$ cat config.mk
export PLATFORM = sky130hd
export DESIGN_NAME = compl_acc_dump
export DESIGN_NICKNAME = d
export VERILOG_FILES = /design/src/rtl/compl_acc_dump.sv
export SDC_FILE = /design/constraint.sdc
export NUM_CORES = 1
export LEC_CHECK = 0
export CAP_MARGIN = 0
export CORE_UTILIZATION = 56
export CTS_CLUSTER_DIAMETER = 40
export DETAILED_ROUTE_END_ITERATION = 7
export PLACE_DENSITY = 0.81
export SYNTH_ARGS = -nofsm -noshare
export SYNTH_HDL_FRONTEND = slang
export SYNTH_SLANG_ARGS = --single-unit
$ cat constraint.sdc
create_clock -name clk_i -period 4.2 [get_ports clk_i]
set_clock_uncertainty 0.15 [all_clocks]
set_input_delay 0.63 -clock clk_i [delete_from_list [all_inputs] [get_ports clk_i]]
set_output_delay 0.63 -clock clk_i [all_outputs]
set_load 0.02 [all_outputs]
$ cat src/rtl/compl_acc_dump.sv
// Complex (I/Q) frame accumulator with a one-deep result register and
// valid/ready handshakes on both sides.
module compl_acc_dump #(
  parameter int DATA_W = 19,
  parameter int LEN_W  = 8,
  parameter int ACC_W  = DATA_W + LEN_W
) (
  input  logic                     clk_i,
  input  logic                     rst_n_i,
  input  logic signed [DATA_W-1:0] data_i_i,
  input  logic signed [DATA_W-1:0] data_q_i,
  input  logic                     valid_i,
  output logic                     ready_o,
  input  logic [LEN_W-1:0]         len_i,
  input  logic                     clear_i,
  output logic signed [ACC_W-1:0]  acc_i_o,
  output logic signed [ACC_W-1:0]  acc_q_o,
  output logic                     valid_o,
  input  logic                     ready_i
);

  logic [LEN_W-1:0]        cnt;
  logic [LEN_W-1:0]        len_q;
  logic [LEN_W-1:0]        len_sel;
  logic [LEN_W:0]          len_full;
  logic                    is_last;
  logic                    accept;
  logic signed [ACC_W-1:0] acc_i;
  logic signed [ACC_W-1:0] acc_q;
  logic signed [ACC_W-1:0] ext_i;
  logic signed [ACC_W-1:0] ext_q;
  logic signed [ACC_W-1:0] sum_i;
  logic signed [ACC_W-1:0] sum_q;

  // The first sample of a frame uses the live length; later ones the latched copy.
  assign len_sel  = (cnt == '0) ? len_i : len_q;
  assign len_full = (len_sel == '0) ? {1'b1, {LEN_W{1'b0}}} : {1'b0, len_sel};
  assign is_last  = ({1'b0, cnt} == (len_full - (LEN_W+1)'(1)));

  // Only a frame-closing sample needs a free output slot.
  assign ready_o = !clear_i && !(valid_o && !ready_i && is_last);
  assign accept  = valid_i && ready_o;

  assign ext_i = {{(ACC_W-DATA_W){data_i_i[DATA_W-1]}}, data_i_i};
  assign ext_q = {{(ACC_W-DATA_W){data_q_i[DATA_W-1]}}, data_q_i};
  assign sum_i = acc_i + ext_i;
  assign sum_q = acc_q + ext_q;

  always_ff @(posedge clk_i or negedge rst_n_i) begin
    if (!rst_n_i) begin
      cnt     <= '0;
      len_q   <= '0;
      acc_i   <= '0;
      acc_q   <= '0;
      acc_i_o <= '0;
      acc_q_o <= '0;
      valid_o <= 1'b0;
    end else begin
      if (clear_i) begin
        cnt   <= '0;
        acc_i <= '0;
        acc_q <= '0;
      end else if (accept) begin
        if (cnt == '0)
          len_q <= len_i;
        if (is_last) begin
          cnt   <= '0;
          acc_i <= '0;
          acc_q <= '0;
        end else begin
          cnt   <= cnt + LEN_W'(1);
          acc_i <= sum_i;
          acc_q <= sum_q;
        end
      end

      // A new result may load on the same edge the old one is taken.
      if (accept && is_last) begin
        acc_i_o <= sum_i;
        acc_q_o <= sum_q;
        valid_o <= 1'b1;
      end else if (valid_o && ready_i) begin
        valid_o <= 1'b0;
      end
    end
  end

endmodule

# ---- After elaboration in Yosys (flattened, before gate mapping)
# Index checks and enable logic that the tools add are counted.
dict set report classes {
  add_sub_neg 4
  n_eq_ne 1
  muxes 13
  bitwise 1
  reduce_logical 14
}
# op n
set op_table {}
lappend op_table {{27-bit two-way mux} 6}
lappend op_table {{27-bit by 19-bit adder with 27-bit output} 2}
lappend op_table {{8-bit two-way mux} 4}
lappend op_table {{8-bit logical NOT} 2}
lappend op_table {{8-bit by 9-bit == test with 1-bit output} 1}
lappend op_table {{9-bit two-way mux} 1}
lappend op_table {{9-bit by 1-bit subtractor with 9-bit output, second input constant} 1}
lappend op_table {{8-bit by 1-bit adder with 8-bit output, second input constant} 1}
lappend op_table {{1-bit logical AND} 6}
lappend op_table {{2-bit nonzero test} 2}
lappend op_table {{1-bit logical NOT} 3}
lappend op_table {{1-bit two-way mux} 2}
lappend op_table {{2-bit AND reduction} 1}
lappend op_table {{1-bit NOT} 1}
dict set report word_totals {
  reg_bits 125
  input_bits 51
  wordCells 40
}

# ---- Depth between registers and ports, before layout
dict set report depth {
  ltp_word 12
  ltp_mapped 15
  ltp_nobuf 13
}

# ---- Worst setup path after synthesis
# No wires, ideal clock.
dict set report synth_timing {
  kind {flip-flop to output port}
  from {register cnt[0]}
  to {output ready_o}
  arrival_time_ps 2990
  t_required_ps 3420
  slack_ps 430
  path_stages_with_launch 13
  path_cell_list {dfrtp_1 -> inv_1 -> ha_1 -> or3b_2 -> nor2_4 -> mux2i_1 -> ha_1 -> o211ai_1 -> a221oi_1 -> o221ai_1 -> nor3_4 -> nand4b_4 -> nor2b_1}
}
dict set report synth_between {
  elab_chain_cells 9
}
# item line
set synth_rtl {}
lappend synth_rtl {{start, declared} 22} ;# logic [LEN_W-1:0] cnt;
lappend synth_rtl {{start signal, assigned} 71} ;# cnt <= cnt + LEN_W'(1);
lappend synth_rtl {{8-bit logical NOT} 36} ;# assign len_sel = (cnt == '0) ? len_i : len_q;
lappend synth_rtl {{8-bit two-way mux} n/a}
lappend synth_rtl {{8-bit logical NOT} 37} ;# assign len_full = (len_sel == '0) ? {1'b1, {LEN_W{1'b0}}} : {1'b0, len_sel};
lappend synth_rtl {{9-bit two-way mux} 37}
lappend synth_rtl {{9-bit by 1-bit subtractor with 9-bit output} 38} ;# assign is_last = ({1'b0, cnt} == (len_full - (LEN_W+1)'(1)));
lappend synth_rtl {{8-bit by 9-bit == test with 1-bit output *} 38}
lappend synth_rtl {{1-bit logical AND *} 41} ;# assign ready_o = !clear_i && !(valid_o && !ready_i && is_last);
lappend synth_rtl {{1-bit logical NOT *} 41}
lappend synth_rtl {{1-bit logical AND *} 41}
lappend synth_rtl {{end, declared} 13} ;# output logic ready_o,
# Mark *: on every way between the ends. The rest lies on a longest branch, timed or not.

# ---- Final worst setup path
# Same ends and word-level chain as after synthesis.

==> results.yml <==
power:
  finalPower_mw: 4.80
  ir_drop_v: 0.000407
  leakage_nw: 4.76
  p_per_area_nw_per_um2: 492
cells_and_area:
  syn_to_final_growth_pct: 27.8
  fin_area_sq_um: 9770
  antennaDiodeCount: 0
  drive_gt1_frac: 0.164
  fin_nets: 961
  fin_util: 0.735
  fillers: 912
detailed_routing:
  drc_errors: 0
  wirelength_mm: 18.7
  drtIter0Drc: 438
  wl_per_cell_microns: 18.0
  vias: 6277
  first_pass_iters: 5
  viasPerCell: 6.03
  drtAntennaViolNets: 0
global_route:
  grt_overflow: 0
  grt_use_total: 0.276
  grt_pass1_wl_mm: 31.1
  grt_pass1_vias: 6405
  grt_max_degree: 77
  grt_antenna_before_repair: 0
cts:
  clk_latency_ps: 420
  clkSinkCount: 125
  clock_path_buffers: 2
  cts.root.buffer_cell: "clkbuf_16"
  h-tree-depth: 4
  clkTransAtPathRegs_ps: 50
  cts_tree: "built"
  numCtsBuffers: 17
hold_path:
  hp-class: "in2async"
synth:
  yosys_register_bits: 125
  synth_cell_types: 60
  synth-seq-area-share: 0.409
  syn_inst: 714
  synthesis.nets: 823
  synth_top_family_by_area: "compound AO/OA/AOI/OAI gates"
  synth_mux_area_frac: 0.0949
  synth.most_common_cell: "dfrtp_1"
  synthSimpleGateAreaFrac: 0.105
  synth_top_area_cell: "dfrtp_1"
  synth_commonest_cells: "dfrtp_1 (125), a21oi_1 (57), ha_1 (56), a22o_1 (52), mux2_2 (45)"
  syn_area_per_cell_sq_um: 10.7
  synth_flop_cell: "dfrtp_1"
  synth_fa_ha_area_frac: 0.0969
  synth_xor_area_frac: 0.0653
  synthTopCellsByArea: "dfrtp_1 (41%), ha_1 (9.2%), mux2_2 (6.6%), a22o_1 (6.0%), xnor2_1 (3.8%)"
  synth_top_area_share: 0.409
  synth_edf_count: 0
  synth_area_sq_um: 7640
  synth_compound_area_frac: 0.203
  yosysWarnings: 0
  async_flop_share: 1.00
floorplan:
  die_area_sq_um: 14100
  boundaryPins: 107
  start_util: 0.575
  rows: 42
  die_x_microns: 119
  core_area_sq_um: 13300
  die_y_microns: 119
timing:
  worst_pin_slew_ps: 683
  max_freq_mhz: 249
  rsz0062_at_grt: "no"
  hold_viol_final: 0
  worst_slack_ps: 191
  relSlewSlack: 0.539
  post-route-min-period_ps: 4010
  setup_viol: 0
  finalSetupTns_ps: 0
  fin_crit_sh: 0.954
  drv_slew: 0
run:
  max_cap_viol_count: 0
critical_path:
  r2r_end: "cnt[5]"
  cp.arrival_ps: 3230
  worst-r2r-cell-count: 15
  critPathLaunchType: "flop"
  r2r_setup_slack_ps: 470
  critPathMaxFanout: 3
  end_kind: "output port"
  path_class: "reg2out"
  timing.rr.start: "cnt[0]"
  cp_data_required_time_ps: 3420
placement:
  hpwl_mm: 13.1
  place.gp.congestion: 0.863
  dpl_worst_slack_ps: -130
  io_buffer_count: 106
  place_area_sq_um: 9100
outcome:
  status: "finished clean"
metrics by stage:
step | instances | hold slack, ps
after floorplan | 714 | 184
after global placement | 1006 | 317
after detailed placement | 1006 | 321
after CTS | 1040 | 113
after global routing | 1041 | 136
final | 1041 | 93.3
power by group:
| group | switching, mW | internal [mW] |
|---|---|---|
| sequential | 0.139 | 1.40 |
| combinational | 0.922 | 0.830 |
| clock | 0.535 | 0.982 |
sequential cells by signal (all words and copies together), names as in the netlist:
signal / cells
acc_i: 27
cnt: 8
acc_q_o: 27
valid_o: 1
acc_i_o: 27
acc_q: 27
len_q: 8
metal layers:
metal	vias up	wire length [microns]	global-route usage
met5	-	0	0
met4	0	410	0.100
met3	32	853	0.0651
met2	185	9440	0.477
met1	3090	7990	0.336
li1	2970	-	-
worst max path at each step:
stage / endpoint / slack [ps] / start
after CTS: ready_o / 40 / cnt[0]
after global placement: ready_o / -100 / len_i[2]
after global routing: ready_o / 3 / cnt[0]
final: ready_o / 190 / cnt[0]
after detailed placement: ready_o / -130 / len_i[2]
after floorplan: ready_o / 430 / cnt[0]
layout by cell type (no fill, tap or decap), types with 8 or more instances in the layout:
master           Yosys  final
a21o_1              20     20
a21oi_1             57     57
a22o_1              52     52
a31oi_1             13     13
and3_1               8      8
buf_4                2     36
clkbuf_16            0     17
clkdlybuf4s50_1      0    104
dfrtp_1            125    125
ha_1                56     55
inv_1               18     15
mux2_2              45     45
nand2_1             33     33
nand2b_1            13     13
nand3_1             11     11
nand4_1             12     12
nor2_1              29     29
o21a_1               8      8
o21ai_0             30     28
xnor2_1             33     33
xor2_1              24     24
area by class of cell:
cell class              instances  area (sq um)  share of cell area
clock buffers                  23           478              0.0489
inverters                      18          67.6             0.00691
repair buffers                144          1380               0.141
clock inverters                 9           134              0.0137
well taps                     176           220              0.0225
multi-input cells             546          4360               0.446
flip-flops and latches        125          3130               0.320
worst max-delay path: stages, from the launching register on:
cell      delay, ps
dfrtp_1         390
inv_2            80
ha_2            170
or3b_4          400
nor2_4          140
mux2i_2         250
ha_1            280
xnor2_1         130
a21oi_1         120
o211ai_1        160
nor3_4          280
nand4b_4        130
nor2b_4         150
buf_6           140
cell families (layout without fill, tap and decap cells):
| group | Yosys count | count (layout) |
|---|---|---|
| AO/OA/AOI/OAI | 224 | 224 |
| XOR/XNOR | 57 | 57 |
| adder cells (fa/ha/maj) | 58 | 58 |
| buffers and inverters | 43 | 194 |
| flip-flops | 125 | 125 |
| multiplexers | 63 | 63 |
| AND/OR/NAND/NOR | 144 | 144 |
repair_timing:
| item | CTS | global route |
|---|---|---|
| hold buffers | 0 | 0 |
| gates resized for setup | 7 | 13 |
| pin swaps | 2 | 6 |
| buffers inserted | 2 | 1 |
| setup endpoints to repair | 1 | 1 |
No activity file was read; power rests on OpenSTA's default activity.
